--- config.mk ---
export PLATFORM = sky130hd
export DESIGN_NAME = lfp_dot_accum_e5m3_flat
export DESIGN_NICKNAME = d
export VERILOG_FILES = /design/src/rtl/lfp_dot_accum_e5m3_if.sv /design/src/rtl/lfp_dot_accum_e5m3.sv /design/src/flat_wrapper.sv
export SDC_FILE = /design/constraint.sdc
export NUM_CORES = 1
export LEC_CHECK = 0
export ABC_CLOCK_PERIOD_IN_PS = 9300
export CORE_UTILIZATION = 57
export CTS_CLUSTER_SIZE = 30
export DETAILED_ROUTE_END_ITERATION = 8
export PLACE_DENSITY = 0.85
export SLEW_MARGIN = 20
export SYNTH_ARGS = -nofsm -noshare
export SYNTH_HDL_FRONTEND = slang
export SYNTH_SLANG_ARGS = --single-unit
--- constraint.sdc ---
create_clock -name clk -period 9.3 [get_ports clk]
set_input_delay 1.86 -clock clk [delete_from_list [all_inputs] [get_ports clk]]
set_output_delay 1.86 -clock clk [all_outputs]
set_load 0.02 [all_outputs]
--- src/rtl/lfp_dot_accum_e5m3_if.sv ---
// Handshake bundle between the E5M3 product stream, the dot-product accumulator
// and the gate activation logic that consumes its results.
interface lfp_dot_accum_e5m3_if #(
    parameter int ACC_W = 48,
    parameter int CNT_W = 8
);
    logic             in_valid;
    logic             in_ready;
    logic [8:0]       in_data;
    logic             in_last;
    logic             out_valid;
    logic             out_ready;
    logic [ACC_W-1:0] out_data;
    logic [CNT_W-1:0] out_count;
    logic             out_sat;

    modport master (
        output in_valid, in_data, in_last, out_ready,
        input  in_ready, out_valid, out_data, out_count, out_sat
    );

    modport slave (
        input  in_valid, in_data, in_last, out_ready,
        output in_ready, out_valid, out_data, out_count, out_sat
    );
endinterface

--- src/rtl/lfp_dot_accum_e5m3.sv ---
// Streaming saturating accumulator for E5M3 log-domain products.
// S1 decodes a product into a 36-bit signed fixed-point term (LSB = 2^-17),
// S2 sums terms and emits the result, term count and sticky saturation flag
// on the last term of each vector. The next vector starts with no bubble.
module lfp_dot_accum_e5m3 #(
    parameter int ACC_W = 48,
    parameter int CNT_W = 8
) (
    input  logic                  clk,
    input  logic                  rst,
    lfp_dot_accum_e5m3_if.slave   bus
);
    localparam int TERM_W = 36;

    logic                    s1_valid;
    logic                    s1_last;
    logic signed [TERM_W-1:0] s1_term;

    logic signed [ACC_W-1:0] acc;
    logic [CNT_W-1:0]        cnt;
    logic                    sat_sticky;

    logic                    out_valid_q;
    logic [ACC_W-1:0]        out_data_q;
    logic [CNT_W-1:0]        out_count_q;
    logic                    out_sat_q;

    logic                    stall;
    logic                    accept;
    logic [TERM_W-1:0]       mag;
    logic signed [TERM_W-1:0] dec_term;
    logic [ACC_W:0]          sum_ext;
    logic                    pos_ov;
    logic                    neg_ov;
    logic [ACC_W-1:0]        sum_clamped;
    logic [CNT_W-1:0]        cnt_inc;

    // A pending last term cannot move into an output register that is still
    // waiting for its consumer; everything upstream freezes instead.
    assign stall        = s1_valid && s1_last && out_valid_q && !bus.out_ready;
    assign accept       = bus.in_valid && !stall;
    assign bus.in_ready = !stall;

    assign bus.out_valid = out_valid_q;
    assign bus.out_data  = out_data_q;
    assign bus.out_count = out_count_q;
    assign bus.out_sat   = out_sat_q;

    // Decode: exact shift of the implicit-one mantissa; E == 0 is a true zero.
    always_comb begin
        mag      = {{(TERM_W-4){1'b0}}, 1'b1, bus.in_data[2:0]} << bus.in_data[7:3];
        dec_term = '0;
        if (bus.in_data[7:3] != 5'd0) begin
            dec_term = bus.in_data[8] ? -$signed(mag) : $signed(mag);
        end
    end

    // S1 register: holds its contents while the output side is stalled.
    always_ff @(posedge clk) begin
        if (rst) begin
            s1_valid <= 1'b0;
            s1_last  <= 1'b0;
            s1_term  <= '0;
        end else if (!stall) begin
            s1_valid <= accept;
            s1_last  <= bus.in_last;
            s1_term  <= dec_term;
        end
    end

    // Sum at one extra bit so overflow shows up as disagreeing top bits.
    always_comb begin
        sum_ext     = {acc[ACC_W-1], acc}
                    + {{(ACC_W+1-TERM_W){s1_term[TERM_W-1]}}, s1_term};
        pos_ov      = (sum_ext[ACC_W:ACC_W-1] == 2'b01);
        neg_ov      = (sum_ext[ACC_W:ACC_W-1] == 2'b10);
        sum_clamped = sum_ext[ACC_W-1:0];
        if (pos_ov) begin
            sum_clamped = {1'b0, {(ACC_W-1){1'b1}}};
        end else if (neg_ov) begin
            sum_clamped = {1'b1, {(ACC_W-1){1'b0}}};
        end
        cnt_inc = (&cnt) ? cnt : cnt + CNT_W'(1);
    end

    // S2: accumulate, and on the last term publish the result and clear state.
    always_ff @(posedge clk) begin
        if (rst) begin
            acc         <= '0;
            cnt         <= '0;
            sat_sticky  <= 1'b0;
            out_valid_q <= 1'b0;
            out_data_q  <= '0;
            out_count_q <= '0;
            out_sat_q   <= 1'b0;
        end else begin
            if (out_valid_q && bus.out_ready) begin
                out_valid_q <= 1'b0;
            end
            if (s1_valid && !stall) begin
                if (s1_last) begin
                    out_data_q  <= sum_clamped;
                    out_count_q <= cnt_inc;
                    out_sat_q   <= sat_sticky | pos_ov | neg_ov;
                    out_valid_q <= 1'b1;
                    acc         <= '0;
                    cnt         <= '0;
                    sat_sticky  <= 1'b0;
                end else begin
                    acc         <= $signed(sum_clamped);
                    cnt         <= cnt_inc;
                    sat_sticky  <= sat_sticky | pos_ov | neg_ov;
                end
            end
        end
    end
endmodule
--- src/flat_wrapper.sv ---
// flat-port wrapper written by rule: the top's interface ports become plain ports
module lfp_dot_accum_e5m3_flat 
#(
    parameter int ACC_W = 48,
    parameter int CNT_W = 8
)
  (clk, rst, bus_in_valid, bus_in_data, bus_in_last, bus_out_ready, bus_in_ready, bus_out_valid, bus_out_data, bus_out_count, bus_out_sat);
  lfp_dot_accum_e5m3_if #(.ACC_W(ACC_W), .CNT_W(CNT_W)) bus_i ();
  input  logic clk;
  input  logic rst;
  input wire logic [$bits(bus_i.in_valid)-1:0] bus_in_valid;
  input wire logic [$bits(bus_i.in_data)-1:0] bus_in_data;
  input wire logic [$bits(bus_i.in_last)-1:0] bus_in_last;
  input wire logic [$bits(bus_i.out_ready)-1:0] bus_out_ready;
  output wire logic [$bits(bus_i.in_ready)-1:0] bus_in_ready;
  output wire logic [$bits(bus_i.out_valid)-1:0] bus_out_valid;
  output wire logic [$bits(bus_i.out_data)-1:0] bus_out_data;
  output wire logic [$bits(bus_i.out_count)-1:0] bus_out_count;
  output wire logic [$bits(bus_i.out_sat)-1:0] bus_out_sat;
  assign bus_i.in_valid = bus_in_valid;
  assign bus_i.in_data = bus_in_data;
  assign bus_i.in_last = bus_in_last;
  assign bus_i.out_ready = bus_out_ready;
  assign bus_in_ready = bus_i.in_ready;
  assign bus_out_valid = bus_i.out_valid;
  assign bus_out_data = bus_i.out_data;
  assign bus_out_count = bus_i.out_count;
  assign bus_out_sat = bus_i.out_sat;
  lfp_dot_accum_e5m3 #(.ACC_W(ACC_W), .CNT_W(CNT_W)) u_core (.clk(clk), .rst(rst), .bus(bus_i));
endmodule
==> qor.txt <==
SYNTHESIS
--------------------------------------------------------------------------
Main synth FF type                                            sky130_fd_sc_hd__dfxtp_1
EDFF count, synth                                                        0
Leading area contributor after synthesis                      sky130_fd_sc_hd__dfxtp_1
Post-synth ARST share                                                   0%
Count of warnings emitted by yosys                                       0
Post-synthesis instance area                                    9860 sq um
Total nets after synthesis                                           1,354
Yosys top cell area share                                            31.1%
Synth cell types                                                        90
Synthesized area per cell                                       7.65 sq um
Sequential share of the synthesized area                             31.1%
Top cells by area in the synthesized netlist                  sky130_fd_sc_hd__dfxtp_1, sky130_fd_sc_hd__nand2_1, sky130_fd_sc_hd__ha_1, sky130_fd_sc_hd__o21ai_0, sky130_fd_sc_hd__nor2_1
Number of instances in the synthesized netlist                       1,289
Number of synthesized register bits                                    153

CELLS AND AREA
--------------------------------------------------------------------------
Final standard cell area without fillers                      11,200 sq um
Register cell area after layout                                 3060 sq um
Most used cells in the layout excluding fill and tap cells    sky130_fd_sc_hd__nand2_1, sky130_fd_sc_hd__dfxtp_1, sky130_fd_sc_hd__nor2_1
Finished Core Util                                                   67.1%
Final non-filler cell total                                          1,551
Area used by multi-input combinational logic                    6410 sq um
Layout area overhead                                                 14.0%
Number of antenna cells inserted                                         0
Net count of the finished layout                                     1,383
Fillcell total                                                       1,471
Most common cell after layout, fill and taps aside            sky130_fd_sc_hd__nand2_1
Fraction of layout instances using a drive strength above 1          5.86%

CRITICAL PATH
--------------------------------------------------------------------------
Critical path launch point                                    bus_out_ready
Capture point of the worst path                               bus_in_ready
Beginning of the worst register-to-register path              u_core.s1_term[35]
Number of cells on the worst reg-to-reg path                            11
Worst Setup End Kind                                          primary output
Worst-path fanout max                                                   17
Crit Path Class                                                     in2out
Crit path arrival time                                             3630 ps
Flop2flop setup slack                                              4910 ps
Req. time, crit path                                               7440 ps
Worst reg2reg path endpoint                                   u_core.acc[12]
Kind of start point of the critical path                         input pin

PLACED DESIGN
--------------------------------------------------------------------------
Instance count after placement with tap cells included               1,518
Count of buffers inserted at the top-level ports                        72
Estimated wirelength of the detail-placed design                 20,200 um
Final Wtd Congestion                                                 0.979
Area post-placement                                           10,600 sq um

POWER
--------------------------------------------------------------------------
Internal Power                                                     1200 uW
Part of the power in the clock network                               39.8%
Part of the power in registers                                       40.5%
Power density relative to cell area                            156 nW/um^2
Combinational fraction of design power                               19.7%
Power spent charging and discharging nets                           549 uW
Total leakage power                                             0.00451 uW
Switching power as a share of total power                            31.4%
Worst vdd ir                                                        131 uV

TIMING
--------------------------------------------------------------------------
Headroom to the max-slew limit                                       37.1%
Worst Skew                                                         11.4 ps
Sum Neg Setup Slack                                                   0 ps
Count of final hold-check violations                                     0
Endpoints failing setup                                                  0
Ratio of final minimum period to clock period                        59.0%
Worst-case hold slack                                               443 ps
Least-Margin Pin Slew                                               931 ps
Minimum clock period after layout                                  5490 ps
Highest clock frequency the design can meet                        182 MHz
RSZ-0062 raised after global routing                                    no
Number of max-slew violations in the final report                        0

CLOCK NETWORK
--------------------------------------------------------------------------
CTS resizes                                                              0
Number of sinks handled by clock tree synthesis                        153
Clk pin slew, worst setup/hold paths                                 60 ps
Hold buffer count at cts                                                 0
Root cell of the clock tree                                   sky130_fd_sc_hd__clkbuf_16
Clock tree from TritonCTS                                            built
H-tree Lvls                                                              4
Insertion delay to the later sink of the worst-skew pair            440 ps
CTS Buf Count                                                           17
Setup fix buffers added after clock tree synthesis                       0
Maximum number of buffers from clock root to sink                        2

GRT
--------------------------------------------------------------------------
Global-route congestion overflow total                                   0
Antenna violations before repair                                         0
Vias in the first global route                                       8,851
Wire length of the first global-routing pass                     45,100 um
Overall fraction of global-route tracks in use                       31.7%
Largest net degree at the start of global routing                       55

ROUTING
--------------------------------------------------------------------------
TritonRoute pass-1 iters                                                 6
Wire length per cell                                               18.0 um
Remaining antenna violation count after routing                          0
DRC errors left                                                          0
Detailed Route WL                                                27,900 um
Via count                                                            9,649
Violation count after the first detailed-route iteration               695
Vias per cell                                                         6.22

DIE
--------------------------------------------------------------------------
Die Ht                                                              134 um
Initial cell density of the core                                     58.8%
Std-Cell Core Area                                            16,800 sq um
Top-level I/O count                                                     73
Horiz. Die Dim                                                      134 um
Area of the die                                               17,800 sq um
Cell row count                                                          47

RUN
--------------------------------------------------------------------------
Maxcap violations                                                        0

STATUS
--------------------------------------------------------------------------
Run status                                                       completed

WORST HOLD PATH
--------------------------------------------------------------------------
Path class of the lowest-slack min-delay path                      reg2reg

-- power by group through the flow --
stage / sequential (uW) / clock (uW) / combinational [uW]
after CTS: 707 / 696 / 340
after global placement: 721 / 0 / 333
final: 708 / 697 / 345
after global routing: 711 / 724 / 379
after floorplan: 720 / 0 / 244
after detailed placement: 722 / 0 / 337
-- metrics by stage --
step	setup slack [ps]	total power, uW
2_1_floorplan	4650	964
3_3_place_gp	3510	1050
3_5_place_dp	3460	1060
4_1_cts	3850	1740
5_1_grt	3600	1810
6_report	3810	1750
-- per-layer routing --
metal  vias to the layer above  track usage [%]  part of all wire (%)  routed length, um
li1                       4700                -                     -                  -
met1                      4542             40.2                    44              12200
met2                       343             53.7                    48              13400
met3                        64             4.49                   5.4               1510
met4                         0             13.0                   2.9                806
met5                         -                0                     0                  0
-- cell families (layout without fill, tap and decap cells) --
family          count (synthesis)  count (layout)  share of synthesized area [%]
mux                             6               6                          0.660
buf+inv                        98             140                           4.05
flops                         153             153                           31.1
compound gates                414             414                           28.1
xor+xnor                       67              67                           6.03
fa+ha+maj                      59              59                           7.36
simple gates                  492             492                           22.7
-- cells in the mapped netlist (7+ instances only) --
cell                       instances
sky130_fd_sc_hd__nand2_1         194
sky130_fd_sc_hd__dfxtp_1         153
sky130_fd_sc_hd__nor2_1          151
sky130_fd_sc_hd__o21ai_0         118
sky130_fd_sc_hd__a21oi_1          89
sky130_fd_sc_hd__clkbuf_1         62
sky130_fd_sc_hd__ha_1             50
sky130_fd_sc_hd__xnor2_1          39
sky130_fd_sc_hd__nor3_1           27
sky130_fd_sc_hd__xor2_1           27
sky130_fd_sc_hd__a21o_1           25
sky130_fd_sc_hd__a22o_1           24
sky130_fd_sc_hd__nand3_1          23
sky130_fd_sc_hd__inv_1            21
sky130_fd_sc_hd__a211oi_1         20
sky130_fd_sc_hd__a22oi_1          16
sky130_fd_sc_hd__nand2b_1         13
sky130_fd_sc_hd__nand4_1          13
sky130_fd_sc_hd__o31ai_1          13
sky130_fd_sc_hd__o21bai_1         12
sky130_fd_sc_hd__and2_1           11
sky130_fd_sc_hd__and3_1           10
sky130_fd_sc_hd__nor2b_1           9
sky130_fd_sc_hd__o211ai_1          9
sky130_fd_sc_hd__o21ai_1           9
sky130_fd_sc_hd__a31oi_1           8
sky130_fd_sc_hd__maj3_1            8
sky130_fd_sc_hd__buf_2             7
-- critical path: stages --
cell	delay, ps
sky130_fd_sc_hd__clkdlybuf4s50_1	470
sky130_fd_sc_hd__nand2b_1	150
sky130_fd_sc_hd__nor2_1	50
sky130_fd_sc_hd__buf_4	190
sky130_fd_sc_hd__inv_1	240
sky130_fd_sc_hd__clkdlybuf4s50_1	660
-- layout make-up --
class,instances,share of cell area [%]
Tap cell,220,2.45
Multi-Input combinational cell,1038,57.0
Clock inverter,12,1.14
Inverter,23,0.768
Clock buffer,20,4.06
Timing Repair Buffer,85,7.30
Sequential cell,153,27.2
-- sequential cells by signal (all words and copies together) (netlist names), 8 cells and up --
name / cells
u_core.cnt: 8
u_core.bus.out_data: 48
u_core.bus.out_count: 8
u_core.acc: 48
u_core.s1_term: 36
-- worst min path at each step --
stage | slack [ps] | to | from | depth (start not counted)
after floorplan | 420 | u_core.sat_sticky | u_core.sat_sticky | 2
after global placement | 430 | u_core.sat_sticky | u_core.sat_sticky | 2
after detailed placement | 440 | u_core.sat_sticky | u_core.sat_sticky | 2
after CTS | 450 | u_core.bus.out_data[5] | u_core.bus.out_data[5] | 2
after global routing | 460 | u_core.bus.out_data[5] | u_core.bus.out_data[5] | 2
final | 440 | u_core.bus.out_data[5] | u_core.bus.out_data[5] | 2
Power figures use the tool's default switching activity.
